<file path="src/rtl/fifo_serial_tx.sv">
// FIFO-fed UART-style transmitter: pops one 9-bit word per frame and sends start, 9 data bits LSB first, stop bit(s).
// Optional even-parity bit after the data bits when FIFO_SERIAL_TX_PARITY_EN is defined.
module fifo_serial_tx #(
    parameter int CLKS_PER_BIT = 4,
    parameter int STOP_BITS    = 1
) (
    input  logic        clock,
    input  logic        reset,
    input  logic        fin,
    input  logic [8:0]  fdata,
    output logic        fstall,
    output logic        txd,
    output logic        tx_busy,
    output logic [15:0] frame_cnt
);

`ifdef FIFO_SERIAL_TX_PARITY_EN
    typedef enum logic [2:0] {S_IDLE, S_START, S_DATA, S_PARITY, S_STOP} state_t;
`else
    typedef enum logic [2:0] {S_IDLE, S_START, S_DATA, S_STOP} state_t;
`endif

    localparam logic [7:0] CNT_LAST  = 8'(CLKS_PER_BIT - 1);
    localparam logic       STOP_LAST = 1'(STOP_BITS - 1);

    state_t      state_q, state_d;
    logic [7:0]  clk_cnt_q, clk_cnt_d;
    logic [3:0]  bit_idx_q, bit_idx_d;
    logic        stop_idx_q, stop_idx_d;
    logic [8:0]  shift_q, shift_d;
    logic [15:0] frame_cnt_q, frame_cnt_d;
`ifdef FIFO_SERIAL_TX_PARITY_EN
    logic        parity_q, parity_d;
`endif

    logic bit_last;
    logic frame_end;
    logic pop;

    assign bit_last  = (clk_cnt_q == CNT_LAST);
    assign frame_end = (state_q == S_STOP) && bit_last && (stop_idx_q == STOP_LAST);
    assign pop       = fin & ~fstall;
    assign frame_cnt = frame_cnt_q;

    always_ff @(posedge clock or negedge reset) begin
        if (!reset) begin
            state_q     <= S_IDLE;
            clk_cnt_q   <= '0;
            bit_idx_q   <= '0;
            stop_idx_q  <= 1'b0;
            shift_q     <= '0;
            frame_cnt_q <= '0;
`ifdef FIFO_SERIAL_TX_PARITY_EN
            parity_q    <= 1'b0;
`endif
        end else begin
            state_q     <= state_d;
            clk_cnt_q   <= clk_cnt_d;
            bit_idx_q   <= bit_idx_d;
            stop_idx_q  <= stop_idx_d;
            shift_q     <= shift_d;
            frame_cnt_q <= frame_cnt_d;
`ifdef FIFO_SERIAL_TX_PARITY_EN
            parity_q    <= parity_d;
`endif
        end
    end

    always_comb begin
        state_d     = state_q;
        clk_cnt_d   = bit_last ? 8'd0 : clk_cnt_q + 8'd1;
        bit_idx_d   = bit_idx_q;
        stop_idx_d  = stop_idx_q;
        shift_d     = shift_q;
        frame_cnt_d = frame_cnt_q;
`ifdef FIFO_SERIAL_TX_PARITY_EN
        parity_d    = parity_q;
`endif
        case (state_q)
            S_IDLE: begin
                clk_cnt_d = 8'd0;
            end
            S_START: begin
                if (bit_last) begin
                    state_d   = S_DATA;
                    bit_idx_d = 4'd0;
                end
            end
            S_DATA: begin
                if (bit_last) begin
                    if (bit_idx_q == 4'd8) begin
`ifdef FIFO_SERIAL_TX_PARITY_EN
                        state_d = S_PARITY;
`else
                        state_d = S_STOP;
`endif
                        stop_idx_d = 1'b0;
                    end else begin
                        shift_d   = {1'b0, shift_q[8:1]};
                        bit_idx_d = bit_idx_q + 4'd1;
                    end
                end
            end
`ifdef FIFO_SERIAL_TX_PARITY_EN
            S_PARITY: begin
                if (bit_last) begin
                    state_d    = S_STOP;
                    stop_idx_d = 1'b0;
                end
            end
`endif
            S_STOP: begin
                if (bit_last) begin
                    if (stop_idx_q == STOP_LAST) begin
                        frame_cnt_d = frame_cnt_q + 16'd1;
                        state_d     = S_IDLE;
                    end else begin
                        stop_idx_d = stop_idx_q + 1'b1;
                    end
                end
            end
            default: begin
                state_d = S_IDLE;
            end
        endcase
        // A pop overrides the idle/stop exit so back-to-back frames need no idle cycle.
        if (pop) begin
            state_d   = S_START;
            shift_d   = fdata;
            clk_cnt_d = 8'd0;
`ifdef FIFO_SERIAL_TX_PARITY_EN
            parity_d  = ^fdata;
`endif
        end
    end

    always_comb begin
        txd     = 1'b1;
        tx_busy = 1'b1;
        fstall  = ~reset | ~((state_q == S_IDLE) | frame_end);
        case (state_q)
            S_IDLE:   tx_busy = 1'b0;
            S_START:  txd = 1'b0;
            S_DATA:   txd = shift_q[0];
`ifdef FIFO_SERIAL_TX_PARITY_EN
            S_PARITY: txd = parity_q;
`endif
            S_STOP:   txd = 1'b1;
            default: begin
                txd     = 1'b1;
                tx_busy = 1'b0;
            end
        endcase
    end

endmodule

</file>
<file path="config.mk">
export PLATFORM = sky130hd
export DESIGN_NAME = fifo_serial_tx
export DESIGN_NICKNAME = d
export VERILOG_FILES = /design/src/rtl/fifo_serial_tx.sv
export SDC_FILE = /design/constraint.sdc
export NUM_CORES = 1
export LEC_CHECK = 0
export ABC_AREA = 1
export BUFFER_PORTS_ARGS = -buffer_cell sky130_fd_sc_hd__buf_2
export CAP_MARGIN = 20
export CORE_ASPECT_RATIO = 0.9
export CORE_MARGIN = 2
export CORE_UTILIZATION = 57
export DETAILED_ROUTE_END_ITERATION = 8
export PLACE_DENSITY = 0.79
export SETUP_SLACK_MARGIN = 0.2
export SLEW_MARGIN = 20
export SYNTH_ARGS = -nofsm -noshare
export SYNTH_HDL_FRONTEND = slang
export SYNTH_SLANG_ARGS = --single-unit
export TNS_END_PERCENT = 10
</file>
<file path="constraint.sdc">
create_clock -name clock -period 2.2 [get_ports clock]
set_input_delay 0.33 -clock clock [delete_from_list [all_inputs] [get_ports clock]]
set_output_delay 0.33 -clock clock [all_outputs]
set_load 0.005 [all_outputs]
</file>
# Word level (Yosys, flattened, before mapping)
# Cells that the tools add are included.
# word_totals
out_inout_bits,19
input_bits,12
word_cells,72
register_bits,41
# op_classes
add_sub_neg,4
n_mux,25
bitwise,7
n_reduce_logical,13
eq_ne,17
# op_table
op,n
$mux W9,4
$mux W8,3
$mux W3,6
$add A16 B1 Y16 const B,1
$ne A3 B3 Y1 const B,5
$ne A2 B2 Y1 const B,7
$mux W4,3
$pmux W3 S4,1
$add A8 B1 Y8 const B,1
$eq A8 B2 Y1 const B,1
$pmux W4 S2,1
$reduce_and A4 Y1,2
$reduce_bool A2 Y1,4
$eq A3 B2 Y1 const B,2
$reduce_and A3 Y1,2
$reduce_and A6 Y1,1
$mux W1,5
$add A4 B1 Y4 const B,1
$eq A4 B4 Y1 const B,1
$not A1 Y1,4
$pmux W1 S2,2
$eq A3 B1 Y1 const B,1
$logic_not A3 Y1,1
$reduce_or A3 Y1,1
4 further kinds,6

# Depth between registers and ports, before layout
# Gate-level depths: netlist (run 1).
# logic_depth
word_depth,10
ltp_mapped,10
depth_no_buf,10

# Least setup slack after synthesis (run 1)
# Ideal clock, no wire load.
# synth_timing
kind,reg2reg
from,reg state_q[0]
to,reg state_q[0]
period_less_slack_ns,1.555
arrival_time_ns,1.437
slack_ns,0.645
required_time_ns,2.082
setup_ns,0.118
stages_incl_launch_ff,8
path_buffers,0
path_cell_list,dfrtp_1 -> inv_1 -> ha_1 -> inv_1 -> o311ai_4 -> nand3_1 -> nand2_1 -> nand2_1
# synth_via
elab_chain_len,10
elab_cells_between_ends,20
classes_between,eq/ne (9); mux (2); bitwise (5); reduce/logical (4)
# synth_lines
element,line_no,rtl
from (decl),26,"state_t state_q, state_d;"
from (signal assigned),57,state_q <= state_d;
$eq A3 B2 Y1,"41, 79",
$logic_and A1 B1 Y1 (2 in series),41,assign frame_end = (state_q == S_STOP) && bit_last && (stop_idx_q == STOP_LAST);
$or A1 B1 Y1,140,fstall = ~reset | ~((state_q == S_IDLE) | frame_end);
$not A1 Y1,140,
$or A1 B1 Y1,140,
$not A1 Y1,42,assign pop = fin & ~fstall;
$and A1 B1 Y1,42,
$ne A3 B3 Y1 (no line) / $ne A2 B2 Y1 (equally long branches),n/a,
$reduce_and A6 Y1 (no line),n/a,
# Several ways; a longest one is shown, not always the timed one.
# A chain may end at the register's enable or synchronous reset.

# Final worst setup path (run 1)
# layout_timing
from,reg state_q[0]
to,out fstall
# layout_via
elab_chain_len,6
elab_cells_between_ends,7
classes_between,eq/ne (1); bitwise (3); reduce/logical (3)
# layout_lines
element,line_no,rtl
$eq A3 B2 Y1,41,
$logic_and A1 B1 Y1 (2 in series),41,
$or A1 B1 Y1 *,140,
$not A1 Y1 *,140,
$or A1 B1 Y1 *,140,
to (decl),11,"output logic fstall,"
# Every way passes the cells marked *; elsewhere a longest branch is shown, timed or not.

==> results of run 1 <==
power by group through the flow:
stage               Sequential (mW)  Combinational (mW)  Clock (mW)
floorplan                     0.951               0.523           0
global placement              0.966               0.655           0
detailed placement            0.971               0.683           0
CTS                           0.961               0.692       0.448
global route                  0.987               0.784       0.484
finish                        0.963               0.686       0.439
cell type report:
| cell class | count | area, um^2 |
|---|---|---|
| clock buffers | 6 | 72.6 |
| well taps | 46 | 57.6 |
| flip-flops and latches | 39 | 976 |
| fillers | 325 | 1210 |
| repair buffers | 33 | 175 |
| inverters | 43 | 161 |
| multi-input cells | 182 | 1080 |
worst paths after layout:
path,startpoint,endpoint,depth (start not counted)
max,state_q[0]$_DFFE_PN0P_,fstall,6
min in group asynchronous,reset,clk_cnt_q[1]$_DFF_PN0_,2
min reg2reg,clk_cnt_q[0]$_DFF_PN0_,clk_cnt_q[0]$_DFF_PN0_,1
min,fdata[4],shift_q[4]$_DFFE_PN0P_,3
max in group asynchronous,reset,clk_cnt_q[6]$_DFF_PN0_,3
max reg2reg,state_q[0]$_DFFE_PN0P_,state_q[0]$_DFFE_PN0P_,9
cell usage in the layout, fill, tap and decap left out, drive strengths merged:
cell and instances:
o21ai 15, nand3 24, nand2 69, dlygate4sd3 1
nor3 9, nand3b 1, and3 1, xnor2 4
nor2 22, o311ai 1, ha 9, inv 43
clkbuf 6, nor3b 2, dfrtp 39, nand4 7
xor2 16, a21oi 2, buf 32
layer usage:
metal | share of wire, % | track usage [%] | vias up
met5 | 0 | 0 | -
met4 | 1.6 | 8.41 | 0
met3 | 4.0 | 5.76 | 5
met2 | 48 | 35.0 | 38
met1 | 47 | 27.3 | 871
li1 | - | - | 908
flip-flops by register name, summed over array words and instances (netlist names):
register,flops
bit_idx_q,4
state_q,2
frame_cnt,16
clk_cnt_q,8
shift_q,9
cell families after synthesis:
family / Yosys count / synth area share (%)
compound gates: 18 / 4.98
buf+inv: 46 / 8.29
simple gates: 135 / 30.2
flops: 39 / 43.7
fa+ha+maj: 9 / 5.04
xor+xnor: 20 / 7.84
tightest hold or removal path, delay by kind of cell:
family	cells	cell delay, ns
buffers and inverters	2	0.11
AO/OA/AOI/OAI	1	0.05
through the flow:
step           setup WS (ns)  total power, mW  hold WS [ns]  instances
3_5_place_dp           0.329             1.65         0.246        342
3_3_place_gp           0.446             1.62         0.244        342
6_report               0.320             2.09         0.248        349
4_1_cts                0.292             2.10         0.241        349
5_1_grt                0.192             2.25         0.261        349
2_1_floorplan          0.645             1.47        0.0344        267
timing repair:
| item | in CTS | in global routing |
|---|---|---|
| resized for setup | 1 | 1 |
| endpoints found under the setup margin | 1 | 2 |
| hold endpoints to repair | 10 | 0 |
| gates cloned | 0 | 0 |
| hold buffers | 1 | 0 |
==> results.sh, run 1 <==
export IMPL_p_switching_mw=0.742
export IMPL_io_pins=31
export IMPL_required_ns=1.87
export IMPL_drv_slew=0
export IMPL_end_kind="output port"
export IMPL_cts_setup_buffers=0
export IMPL_die_y_um=63.4
export IMPL_final_cell_area_um2=2520
export IMPL_cpPeakStageDelay_ns=0.43
export IMPL_drtIter0Drc=111
export IMPL_drt_wirelength_per_cell_um=11.8
export IMPL_timing_fmax_mhz=532
export IMPL_core_area_um2=3730
export IMPL_grt_pass1_vias=1791
export IMPL_postSynthCellCount=267
export IMPL_ant_nets=0
export IMPL_synthArstFlopShare_pct=100
export IMPL_startpoint_type="flop"
export IMPL_rrSetupSlack_ns=0.41
export IMPL_cap_viol_max_count=0
export IMPL_yosysMostFrequentCell="nand2_1"
export IMPL_irDropWorstVdd_v=0.000605
export IMPL_period_minus_slack_ns=1.88
export IMPL_setup_violations=0
export IMPL_swShare_pct=35.5
export IMPL_yosysUniqueCellTypes=28
export IMPL_grt_ovfl_total=0
export IMPL_synthFlopType="dfrtp_1"
export IMPL_synth_area_leaders="dfrtp_1 44%, nand2_1 10%, xor2_1 6.3%"
export IMPL_std_cell_rows=21
export IMPL_netlist_area_um2=2230
export IMPL_hold_viol=0
export IMPL_clock_latency_ns=0.29
export IMPL_nets=325
export IMPL_path_buf_inv=3
export IMPL_clockBufferDepth=2
export IMPL_initial_utilization_pct=59.9
export IMPL_antenna_cells=0
export IMPL_fin_skew_ns=0.0103
export IMPL_cts_tree="built"
export IMPL_seq_area_frac_synth_pct=43.7
export IMPL_power_density_nw_per_um2=829
export IMPL_rsz0062_at_grt="true"
export IMPL_tightestPinTransition_ns=0.357
export IMPL_cts_htree_levels=2
export IMPL_synth_edff_count=0
export IMPL_tns_ns=0
export IMPL_power_internal_mw=1.35
export IMPL_power_leakage_nw=1.21
export IMPL_worstPathArrival_ns=1.55
export IMPL_path_delay_family="flip-flops"
export IMPL_die_width_um=70
export IMPL_synth_top_area_share_pct=43.7
export IMPL_hp_class="input port to flop"
export IMPL_synth_top_area_cell="dfrtp_1"
export IMPL_cts_sinks=39
export IMPL_critPathMaxFanout=7
export IMPL_fin_util_pct=67.5
export IMPL_crit_slowest_cell="dfrtp_1"
export IMPL_detailed_place_hpwl_um=3070
export IMPL_setup_worst_path_class="flop to output port"
export IMPL_path_cells="inv_1 -> ha_2 -> inv_1 -> nand2_4 -> nand2_1 -> buf_2"
export IMPL_area_growth_pct=12.7
export IMPL_combinationalPowerShare_pct=32.9
export IMPL_cts_made_buffers=5
export IMPL_dieArea_um2=4440
export IMPL_synth_common_cells="62 x nand2_1, 39 x dfrtp_1, 36 x inv_1"
export IMPL_dpl_cell_area_um2=2430
export IMPL_fin_crit_sh_pct=85.5
export IMPL_firstDrtPassIters=4
export IMPL_p_clk_share_pct=21.0
export IMPL_drive_gt1_share_pct=20.1
export IMPL_ys_warn_count=0
export IMPL_vias_per_cell=5.22
export IMPL_ctsRootBufferMaster="clkbuf_8"
export IMPL_grt_max_degree=30
export IMPL_wl_um=4110
export IMPL_run_status="finished, final reports clean"
export IMPL_synth_seq_cells=39
export IMPL_track_usage_pct=21.5
export IMPL_timing_slew_headroom_pct=76.2
export IMPL_synth_nets=288
export IMPL_syn_area_per_cell_um2=8.37
export IMPL_cp_common_cell="inv_1"
export IMPL_globalplace_congestion=0.828
export IMPL_antenna_found_initial=0
export IMPL_num_vias=1822
export IMPL_cts_clk_slew_worst_paths_ns=0.07
export IMPL_io_buffers=30
export IMPL_drc=0
export IMPL_grt_pass1_wl_um=7620
export IMPL_p_seq_share_pct=46.1
(Power assumes the default switching activity.)
==> inputs of run 2 (changes only) <==
--- a/config.mk
+++ b/config.mk
@@ -12,8 +12,10 @@
 export CORE_MARGIN = 2
 export CORE_UTILIZATION = 57
 export DETAILED_ROUTE_END_ITERATION = 8
+export GPL_TIMING_DRIVEN = 0
 export PLACE_DENSITY = 0.79
 export SETUP_SLACK_MARGIN = 0.2
+export SKIP_LAST_GASP = 1
 export SLEW_MARGIN = 20
 export SYNTH_ARGS = -nofsm -noshare
 export SYNTH_HDL_FRONTEND = slang
==> run 2 against run 1 <==
Flip-flop and latch count unchanged. Non-clock buffer count unchanged. Power rose by 1.5%. Combinational power is 1% higher. Worst setup slack lost 0.038 ns. Fmax is 2.0% lower. Utilization up 0.27 points. Via count decreased by 1.3%. Register-to-register slack improved by 0.03 ns. Hold slack lost 0.067 ns. Global-route usage increased by 0.15 points. Critical endpoint unchanged. Largest power group unchanged. Highest routed layer unchanged.
==> results.sh, run 2 (synthesis gave the netlist of run 1 again) <==
export IMPL_io_buffers=30
export IMPL_ctsRootBufferMaster="clkbuf_8"
export IMPL_hold_viol=0
export IMPL_power_density_nw_per_um2=838
export IMPL_drive_gt1_share_pct=20.7
export IMPL_grt_max_degree=43
export IMPL_grt_pass1_vias=1756
export IMPL_dieArea_um2=4440
export IMPL_vias_per_cell=5.13
export IMPL_fin_util_pct=67.8
export IMPL_hp_class="input port to asynchronous set/reset pin"
export IMPL_num_vias=1799
export IMPL_antenna_cells=0
export IMPL_period_minus_slack_ns=1.92
export IMPL_detailed_place_hpwl_um=3030
export IMPL_wl_um=4170
export IMPL_rr_worst_depth=8
export IMPL_nets=325
export IMPL_drtIter0Drc=94
export IMPL_timing_fmax_mhz=521
export IMPL_cts_tree="built"
export IMPL_end_kind="output port"
export IMPL_track_usage_pct=21.6
export IMPL_drt_wirelength_per_cell_um=11.9
export IMPL_firstDrtPassIters=4
export IMPL_power_leakage_nw=1.22
export IMPL_fin_skew_ns=0.00501
export IMPL_area_growth_pct=13.2
export IMPL_critPathMaxFanout=7
export IMPL_timing_slew_headroom_pct=36.9
export IMPL_grt_ovfl_total=0
export IMPL_dpl_cell_area_um2=2440
export IMPL_tns_ns=0
export IMPL_io_pins=31
export IMPL_layout_cells_most_common_list="62 x nand2_1, 39 x dfrtp_1, 36 x inv_1"
export IMPL_multi_input_area_um2=1080
export IMPL_cts_made_buffers=5
export IMPL_fin_crit_sh_pct=87.2
export IMPL_rsz0062_at_grt="true"
export IMPL_cts_sinks=39
export IMPL_final_cell_area_um2=2530
export IMPL_irDropWorstVdd_v=0.000565
export IMPL_cap_viol_max_count=0
export IMPL_initial_utilization_pct=59.9
export IMPL_largest_register_ffs=16
export IMPL_drv_slew=0
export IMPL_startpoint_type="flop"
export IMPL_run_status="finished, final reports clean"
export IMPL_setup_worst_path_class="flop to output port"
export IMPL_die_y_um=63.4
export IMPL_totalPowerFinal_mw=2.12
export IMPL_fillers=318
export IMPL_seq_area_um2=976
export IMPL_cts_htree_levels=2
export IMPL_setup_violations=0
export IMPL_tightestPinTransition_ns=0.946
export IMPL_core_area_um2=3730
export IMPL_cts_clk_slew_worst_paths_ns=0.07
export IMPL_clock_latency_ns=0.29
export IMPL_ant_nets=0
export IMPL_final_common_cell="nand2_1"
export IMPL_worstPathArrival_ns=1.59
export IMPL_die_width_um=70
export IMPL_clockBufferDepth=2
export IMPL_grt_pass1_wl_um=7690
export IMPL_globalplace_congestion=0.875
export IMPL_antenna_found_initial=0
export IMPL_std_cell_rows=21
export IMPL_required_ns=1.87
export IMPL_drc=0
[run 2: changes by cell type in the layout (fill, tap and decap cells not counted)]
cell	previous run	this run
ha_1	8	7
inv_2	8	7
dlygate4sd3_1	1	0
buf_4	2	1
clkinv_2	0	1
buf_2	30	31
ha_2	1	2
inv_1	35	36
buf_6	0	1
clkbuf_1	1	2
[run 2: path summary, 6_finish.rpt]
check | from | to | slack (ns)
max | state_q[0]$_DFFE_PN0P_ | fstall | 0.28
min | reset | shift_q[7]$_DFFE_PN0P_ | 0.18
max reg2reg | state_q[0]$_DFFE_PN0P_ | shift_q[6]$_DFFE_PN0P_ | 0.44
min reg2reg | clk_cnt_q[0]$_DFF_PN0_ | clk_cnt_q[0]$_DFF_PN0_ | 0.46
max in group asynchronous | reset | clk_cnt_q[7]$_DFF_PN0_ | 1.43
min in group clock | fdata[4] | shift_q[4]$_DFFE_PN0P_ | 0.24
[run 2: report_power, final]
| group | switching (mW) | internal [mW] | total, mW |
|---|---|---|---|
| combinational | 0.415 | 0.281 | 0.696 |
| sequential | 0.100 | 0.858 | 0.959 |
| clock | 0.242 | 0.222 | 0.465 |
| total | 0.758 | 1.36 | 2.12 |
[run 2: what timing repair did]
action	in CTS	in global routing
setup buffers	0	0
gates cloned	0	0
hold buffers	0	0
hold endpoints to repair	0	0
resized for setup	1	1
setup endpoints to repair	1	1
[run 2: layout make-up]
| type | count | share of cell area, % |
|---|---|---|
| Sequential cell | 39 | 38.6 |
| Clock inverter | 1 | 0.198 |
| Buffer | 3 | 0.940 |
| Tap cell | 46 | 2.28 |
| Inverter | 43 | 6.38 |
| Timing Repair Buffer | 30 | 5.94 |
| Multi-Input combinational cell | 182 | 42.7 |
| Clock buffer | 7 | 3.02 |
[run 2: stage by stage]
stage               hold slack, ns  setup WS, ns  std cells
floorplan                   0.0344         0.645        267
global placement             0.445         0.204        343
detailed placement           0.448         0.160        343
CTS                          0.212         0.250        351
global route                 0.242         0.183        351
finish                       0.181         0.281        351
[run 2: routing by layer]
| layer | vias up | part of all wire (%) | track usage (%) | wire length [um] |
|---|---|---|---|---|
| li1 | 918 | - | - | - |
| met5 | - | 0 | 0 | 0 |
| met2 | 37 | 45 | 35.1 | 1880 |
| met1 | 835 | 48 | 27.9 | 2020 |
| met3 | 9 | 4.3 | 4.48 | 178 |
| met4 | 0 | 2.1 | 9.62 | 88 |
[run 2: critical path, cell delays in order (launching register included)]
cell	delay [ns]
dfrtp_1	0.42
inv_1	0.12
ha_2	0.28
inv_1	0.15
nand2_4	0.11
nand2_1	0.06
buf_2	0.16
